$ cat src/rtl/sm4_rk_buffer.sv
// SM4 round-key buffer: stores rk[0..31] from key expansion and replays them
// ascending (encrypt) or descending (decrypt). Optional macro: SM4_RK_ZEROIZE_EN.
module sm4_rk_buffer #(
  parameter int unsigned WORD_WIDTH = 32,
  parameter int unsigned RK_NUM     = 32,
  parameter int unsigned IDX_WIDTH  = 5
) (
  input  logic                  clk,
  input  logic                  rst_n,
`ifdef SM4_RK_ZEROIZE_EN
  input  logic                  zeroize,
`endif
  input  logic                  key_load,
  input  logic                  wr_valid,
  input  logic [WORD_WIDTH-1:0] wr_rk,
  output logic                  wr_ready,
  output logic                  key_ready,
  input  logic                  rd_start,
  input  logic                  rd_mode,
  output logic                  rd_valid,
  output logic [WORD_WIDTH-1:0] rd_rk,
  output logic [IDX_WIDTH-1:0]  rd_idx,
  input  logic                  rd_ready,
  output logic                  rd_done
);

  localparam logic [IDX_WIDTH-1:0] LastIdx = IDX_WIDTH'(RK_NUM - 1);

  typedef enum logic [1:0] {StIdle, StLoad, StKeysValid, StRead} state_e;

  state_e                state;
  logic [IDX_WIDTH-1:0]  wr_cnt;
  logic [IDX_WIDTH-1:0]  rd_ptr;
  logic                  dec_mode;
  logic [WORD_WIDTH-1:0] mem [RK_NUM];

  logic                  clr;
  logic                  wr_fire;
  logic                  rd_fire;
  logic [IDX_WIDTH-1:0]  start_ptr;
  logic [IDX_WIDTH-1:0]  next_ptr;

`ifdef SM4_RK_ZEROIZE_EN
  assign clr = zeroize | key_load;
`else
  assign clr = key_load;
`endif

  assign wr_ready  = (state == StIdle) || (state == StLoad);
  assign key_ready = (state == StKeysValid) || (state == StRead);
  assign wr_fire   = wr_valid & wr_ready & ~clr;
  assign rd_fire   = rd_valid & rd_ready;
  assign start_ptr = rd_mode ? LastIdx : '0;
  assign next_ptr  = dec_mode ? (rd_ptr - 1'b1) : (rd_ptr + 1'b1);

  // Key storage: no reset unless zeroization is built in.
`ifdef SM4_RK_ZEROIZE_EN
  always_ff @(posedge clk or negedge rst_n) begin
    if (!rst_n) begin
      for (int i = 0; i < int'(RK_NUM); i++) mem[i] <= '0;
    end else if (zeroize) begin
      for (int i = 0; i < int'(RK_NUM); i++) mem[i] <= '0;
    end else if (wr_fire) begin
      mem[wr_cnt] <= wr_rk;
    end
  end
`else
  always_ff @(posedge clk) begin
    if (wr_fire) begin
      mem[wr_cnt] <= wr_rk;
    end
  end
`endif

  always_ff @(posedge clk or negedge rst_n) begin
    if (!rst_n) begin
      state    <= StIdle;
      wr_cnt   <= '0;
      rd_ptr   <= '0;
      dec_mode <= 1'b0;
      rd_valid <= 1'b0;
      rd_rk    <= '0;
      rd_idx   <= '0;
      rd_done  <= 1'b0;
    end else begin
      rd_done <= 1'b0;
      if (clr) begin
        // Abort everything; a same-cycle write beat was already masked off.
        state    <= StIdle;
        wr_cnt   <= '0;
        rd_valid <= 1'b0;
      end else begin
        case (state)
          StIdle, StLoad: begin
            if (wr_valid) begin
              if (wr_cnt == LastIdx) begin
                wr_cnt <= '0;
                state  <= StKeysValid;
              end else begin
                wr_cnt <= wr_cnt + 1'b1;
                state  <= StLoad;
              end
            end
          end
          StKeysValid: begin
            if (rd_start) begin
              dec_mode <= rd_mode;
              rd_ptr   <= start_ptr;
              rd_rk    <= mem[start_ptr];
              rd_idx   <= '0;
              rd_valid <= 1'b1;
              state    <= StRead;
            end
          end
          StRead: begin
            if (rd_fire) begin
              if (rd_idx == LastIdx) begin
                rd_valid <= 1'b0;
                rd_done  <= 1'b1;
                state    <= StKeysValid;
              end else begin
                rd_ptr <= next_ptr;
                rd_rk  <= mem[next_ptr];
                rd_idx <= rd_idx + 1'b1;
              end
            end
          end
          default: state <= StIdle;
        endcase
      end
    end
  end

endmodule

$ cat config.mk
export PLATFORM = sky130hd
export DESIGN_NAME = sm4_rk_buffer
export DESIGN_NICKNAME = d
export VERILOG_FILES = /design/src/rtl/sm4_rk_buffer.sv
export SDC_FILE = /design/constraint.sdc
export NUM_CORES = 1
export LEC_CHECK = 0
export ABC_AREA = 1
export CAP_MARGIN = 20
export CORE_ASPECT_RATIO = 1.25
export CORE_MARGIN = 2
export CORE_UTILIZATION = 30
export CTS_CLUSTER_DIAMETER = 100
export CTS_CLUSTER_SIZE = 28
export DETAILED_ROUTE_END_ITERATION = 6
export PLACE_DENSITY_LB_ADDON = 0.1
export SYNTH_ARGS = -nofsm -noshare
export SYNTH_HDL_FRONTEND = slang
export SYNTH_SLANG_ARGS = --single-unit
$ cat constraint.sdc
create_clock -name clk -period 5.9 [get_ports clk]
set_input_delay 0.885 -clock clk [delete_from_list [all_inputs] [get_ports clk]]
set_output_delay 0.885 -clock clk [all_outputs]
set_load 0.02 [all_outputs]
== Yosys cells after proc, flatten, opt, wreduce, memory -nomap -nowiden ==
Memory sizes are Yosys's and may differ from the RTL's.
Index checks and enable logic that the tools add are counted.

* Bitwise gates (word level): 4
* Reduce and logical (&&, ||, !) cells: 13
* Multiplexer cells: 36
* Add/subtract/negate cells: 4
* Equality and inequality tests: 12

{| class="wikitable"
|+ Operators with widths
! operator !! count
|-
| $mux W32 || 3
|-
| $pmux W32 S2 || 1
|-
| $mux W5 || 12
|-
| $pmux W5 S2 || 2
|-
| $add A5 B1 Y5 const B || 3
|-
| $mux W2 || 6
|-
| $eq A5 B5 Y1 const B || 2
|-
| $mux W1 || 10
|-
| $ne A3 B3 Y1 const B || 3
|-
| $reduce_and A4 Y1 || 2
|-
| $ne A2 B2 Y1 const B || 3
|-
| $pmux W2 S3 || 1
|-
| $reduce_bool A2 Y1 || 3
|-
| $reduce_and A5 Y1 || 1
|-
| $sub A5 B1 Y5 const B || 1
|-
| $eq A2 B2 Y1 const B || 2
|-
| $and A1 B1 Y1 || 3
|-
| $ne A3 B2 Y1 const B || 1
|-
| $reduce_and A3 Y1 || 1
|-
| $reduce_bool A3 Y1 || 1
|-
| $eq A2 B1 Y1 const B || 1
|-
| $logic_not A2 Y1 || 1
|-
| $logic_or A1 B1 Y1 || 2
|-
| $pmux W1 S2 || 1
|-
| other kinds (3) || 3
|}

* Register bits: 52
* Bits of input ports: 39
* Word-level logic and storage cells: 78
* Memories: 1
* Output and inout port bits: 41
* Bits in writable memories: 1,024

{| class="wikitable"
|+ Memory list
! memory !! words !! bits a word !! rd ports !! clocked after memory_dff !! write ports !! RTL line !! RTL
|-
| mem || 32 || 32 || 2 || 0 || 1 || 35 || <nowiki>logic [WORD_WIDTH-1:0] mem [RK_NUM];</nowiki>
|}

== Longest topological paths before layout ==
* Word-level depth: 6
* Depth in mapped cells: 12
* Mapped depth without buffers: 10

== Least setup slack after synthesis ==
Ideal clock, no wire load.

* Kind: input to register
* From: input wr_valid
* To: memory mem[0][0], enable pin
* Required time: 5,479 ps
* Data arrival time: 2,871 ps
* Path slack: 2,608 ps
* Library setup time: 421 ps
* Stages: 4
* Buffers on the path: 0
* Cells stage by stage: nand2_1 > nor2_1 > nand2_1 > nor2_1

* Word-level cells in the longest chain between the ends: 4

{| class="wikitable"
|+ RTL lines
! what !! RTL line !! RTL
|-
| start, declared || 14 || <nowiki>input logic wr_valid,</nowiki>
|-
| $and A1 B1 Y1 (2 in a row) || 51 || <nowiki>assign wr_fire = wr_valid & wr_ready & ~clr;</nowiki>
|-
| $mux W1 || 69 || <nowiki>if (wr_fire) begin</nowiki>
|-
| $mux W1 (implied by the code) || 70 || <nowiki>mem[wr_cnt] <= wr_rk;</nowiki>
|-
| end, declared || 35 ||
|}

No other way between the ends.

== Worst setup path after layout ==
* From: register rd_ptr[0]
* To: register rd_rk[30]

* Word-level cells in the longest chain between the ends: 6
* Elaborated cells on any way between the ends: 7
* Those cells by class: add/sub: 2; mux: 4; memory: 1

{| class="wikitable"
|+ RTL lines
! what !! RTL line !! RTL
|-
| start, declared || 33 || <nowiki>logic [IDX_WIDTH-1:0] rd_ptr;</nowiki>
|-
| start signal, assigned || 108 || <nowiki>rd_ptr <= start_ptr;</nowiki>
|-
| start signal, assigned || 122 || <nowiki>rd_ptr <= next_ptr;</nowiki>
|-
| $add A5 B1 Y5 / $sub A5 B1 Y5 (equally long branches) || 54 || <nowiki>assign next_ptr = dec_mode ? (rd_ptr - 1'b1) : (rd_ptr + 1'b1);</nowiki>
|-
| $mux W5 * || 54 ||
|-
| $mem_v2 Z32 W32 * || - ||
|-
| $mux W32 * || 117 || <nowiki>if (rd_idx == LastIdx) begin</nowiki>
|-
| $mux W32 * || 116 || <nowiki>if (rd_fire) begin</nowiki>
|-
| $pmux W32 S2 * || 93 || <nowiki>case (state)</nowiki>
|-
| end signal, assigned || 109 || <nowiki>rd_rk <= mem[start_ptr];</nowiki>
|-
| end signal, assigned || 123 || <nowiki>rd_rk <= mem[next_ptr];</nowiki>
|-
| end, declared || 21 || <nowiki>output logic [WORD_WIDTH-1:0] rd_rk,</nowiki>
|}

Mark *: on every way between the ends. The rest lies on a longest branch, timed or not. The select of a mux whose other input is x is not followed.
A chain may end at the register's enable or synchronous reset.

==> key figures <==
Outcome
  • Status: finished clean

CTS
  • Post-CTS Setup Repair Bufs: 0
  • CTS tree: done
  • Worst-Skew Late Latency: 0.67 ns
  • CTS Buf Count: 45
  • Sink Count: 1076
  • Post-CTS Hold Fix Bufs: 0
  • Max Buffers Root-to-Sink: 3
  • Htree depth: 2
  • Post-CTS resize count: 0
  • CTS root buf: clkbuf_16
  • CTS clk-pin slew, worst paths: 0.11 ns

Critical path
  • Worst Path Required: 6.47 ns
  • Worst path most repeated cell: nand3_1
  • Cell Chain, Critical Path: fa_4, buf_12, nor2_1, o21ai_1, nand3_1, nand3_1, nand3_1, nand3_1, nand2_1
  • CP Launch Point: rd_ptr[0]$_DFFE_PN0P_
  • Critical path type: reg2reg
  • Crit path largest cell delay: 1.19 ns
  • CP arrival: 4.42 ns
  • R2R setup slack: 2.04 ns
  • Crit start category: register
  • FF-to-FF Start: rd_ptr[0]$_DFFE_PN0P_
  • Reg-to-reg endpoint: rd_rk[30]$_DFFE_PN0P_
  • FF-to-FF path depth: 9
  • CP Capture Type: register
  • Crit Path Max Fanout: 142
  • Slowest-stage cell, CP: fa_4

Floorplanning
  • CORE AREA: 152100 sq um
  • Initial Utilization: 0.3024
  • Die area: 156500 sq um
  • Die height: 441.8 microns
  • Die width: 354.3 microns
  • Number of core rows: 160
  • Io pins: 80

Layout
  • Final core occ: 0.3333
  • Nets@finish: 4368
  • Layout cells sized above 1: 0.05901
  • Fillers: 15470
  • Area grow syn2layout: 10.21%

STA
  • Min cycle time layout: 3.857 ns
  • RSZ-0062 raised after global routing: no
  • Rel. slew slack: 0.1932
  • Hold slack: 0.1555 ns
  • Skew final: 0.02817 ns
  • Final Hold Fails: 0
  • Worst setup slack after layout: 2.043 ns
  • Slew @ Worst Pin: 1.210 ns
  • Number of setup violations in the final report: 0
  • Setup_tns: 0 ns
  • Max Slew Vio Count: 0
  • Period utilization: 0.6538
  • FMAX: 259.2 MHz

Yosys
  • Post-synthesis mux area share: 0
  • Synthesized cell area: 46010 sq um
  • Compound-Gate Fraction of Synth Area: 0.01779
  • Seq/Total Area, Yosys: 0.6967
  • Async set-or-reset flop fraction in the synthesized netlist: 0.04833
  • Synth Flop Type: edfxtp_1
  • Mapped Avg Cell Area: 10.61 sq um
  • Largest family of logic cells by synthesized area: simple AND/OR/NAND/NOR gates
  • Cells after Synth: 4337
  • Synth Area in Simple Gates: 0.2205
  • Number of synthesized flops with an enable pin: 1024
  • Post-synthesis xor/xnor area fraction: 0.0003808
  • Synth warnings: 0
  • Flops & latches, synth: 1076
  • Synth Area in Adders: 0.003155
  • Post-Synthesis Net Count: 4387
  • Synth unique cells: 41

Power
  • PwrDens: 321.1 nW/um^2
  • Leakage power: 19.85 nW
  • Sw Ratio: 0.3292
  • Clock network power share: 0.251
  • Internal power: 0.01092 W
  • Logic pwr share: 0.229
  • VDD IR max: 286.2 uV
  • P_sw: 0.005361 W
  • Seq pwr share: 0.520
  • Tot Pwr: 0.01628 W

GRT
  • GRT Total Usage: 0.1979
  • Largest net degree at the start of global routing: 150
  • First-pass GRT wire length: 225400 microns
  • Grt ovf: 0
  • Vias in the first global route: 29910
  • Antenna violations before repair: 3

Route
  • WL final: 157600 microns
  • Post-route ant nets: 0
  • Drt via density: 4.796
  • Violation count after the first detailed-route iteration: 2728
  • # DRC: 0
  • Vias: 30610
  • DR pass1 iterations: 5
  • DR WL/cell: 24.69 microns

Placement
  • Placer Congestion: 0.7748
  • Detailed Place HPWL: 89740 microns
  • Pre-CTS setup slack: 1.870 ns
  • Buffers on Ports: 79

Worst hold path
  • Worst Hold Class: in2async

Flow run
  • Max_cap viols: 0
placed cells by master (no fill, tap or decap), drive strengths merged, types with 2 or more instances in the layout:
cell	n
ha	10
buf	119
a21oi	9
o22ai	2
a22oi	34
nor2	114
nor3	2
inv	454
nand3	704
nand2	1626
clkinv	3
clkbuf	78
clkdlybuf4s50	51
dfrtp	52
edfxtp	1024
o21ai	63
logic make-up (layout without fill, tap and decap cells):
logic type | after synthesis | count (layout)
AOI/OAI and AO/OA | 113 | 113
xor gates and xnor gates | 2 | 2
adders and majority gates | 11 | 11
buffers and inverters | 687 | 705
DFF | 1076 | 1076
other | 0 | 1
and+or+nand+nor | 2448 | 2448
layout make-up:
type,count,area [sq um],area share
multi-input combinational,2574,11400,0.2249
sequential,1076,32050,0.6322
inverter,451,1713,0.03378
tap,2025,2534,0.04997
antenna,1,2.502,0.00004935
timing repair buffer,170,1622,0.03198
clock inverter,6,52.55,0.001036
clock buffer,78,1323,0.02608
sequential cells by signal, indices dropped and copies added, names as in the netlist:
signal / flops
rd_valid: 1
rd_done: 1
wr_cnt: 5
rd_ptr: 5
state: 2
rd_rk: 32
dec_mode: 1
mem: 1024
rd_idx: 5
routing by layer:
metal  vias up  global-route usage  part of all wire
met5         -                   0                 0
met4         0             0.04493             0.023
met3       128             0.01538             0.035
met1     15560              0.2773              0.46
met2       638              0.3335              0.48
li1      14280                   -                 -
worst max-delay path by stage:
stage                                        to  slack (ns)  depth (start not counted)
after global placement    mem[21][30]$_DFFE_PP_        1.90                          7
after detailed placement   mem[21][3]$_DFFE_PP_        1.87                          7
after floorplan             mem[0][0]$_DFFE_PP_        2.61                          4
final                     rd_rk[30]$_DFFE_PN0P_        2.04                          9
after global routing      rd_rk[30]$_DFFE_PN0P_        1.96                          9
after CTS                 rd_rk[18]$_DFFE_PN0P_        2.14                          9
power groups by stage:
stage	clock (W)	combinational [W]	sequential (W)
global route	0.00444	0.00404	0.00847
floorplan	0	0.00204	0.00862
global placement	0	0.00378	0.00863
finish	0.00409	0.00373	0.00846
CTS	0.00423	0.00378	0.00846
detailed placement	0	0.00378	0.00864
metrics by stage:
step	cells	instance area [sq um]
2_1_floorplan	4337	46010
3_3_place_gp	6294	49280
3_5_place_dp	6295	49300
4_1_cts	6379	50670
5_1_grt	6381	50700
6_report	6381	50700
Yosys cell counts, types with 4 or more instances:
cell	n	area share
nand2_1	1623	0.13
edfxtp_1	1024	0.67
nand3_1	703	0.076
inv_1	447	0.036
buf_2	114	0.012
nor2_1	111	0.0091
clkbuf_1	86	0.0070
o21ai_0	57	0.0062
dfrtp_1	52	0.028
a22oi_2	27	0.0073
buf_1	24	0.0020
ha_1	10	0.0027
a21oi_1	8	0.00087
a22oi_1	7	0.0011
o21ai_1	5	0.00054
buf_4	4	0.00065
critical path: cells and delay by family (launching register included):
family	cells	cell delay, ns
buffers and inverters	1	0.43
adders and majority gates	1	1.19
and+or+nand+nor	6	0.78
DFF	1	0.74
AOI/OAI and AO/OA	1	0.12
No activity file was read; power rests on OpenSTA's default activity.
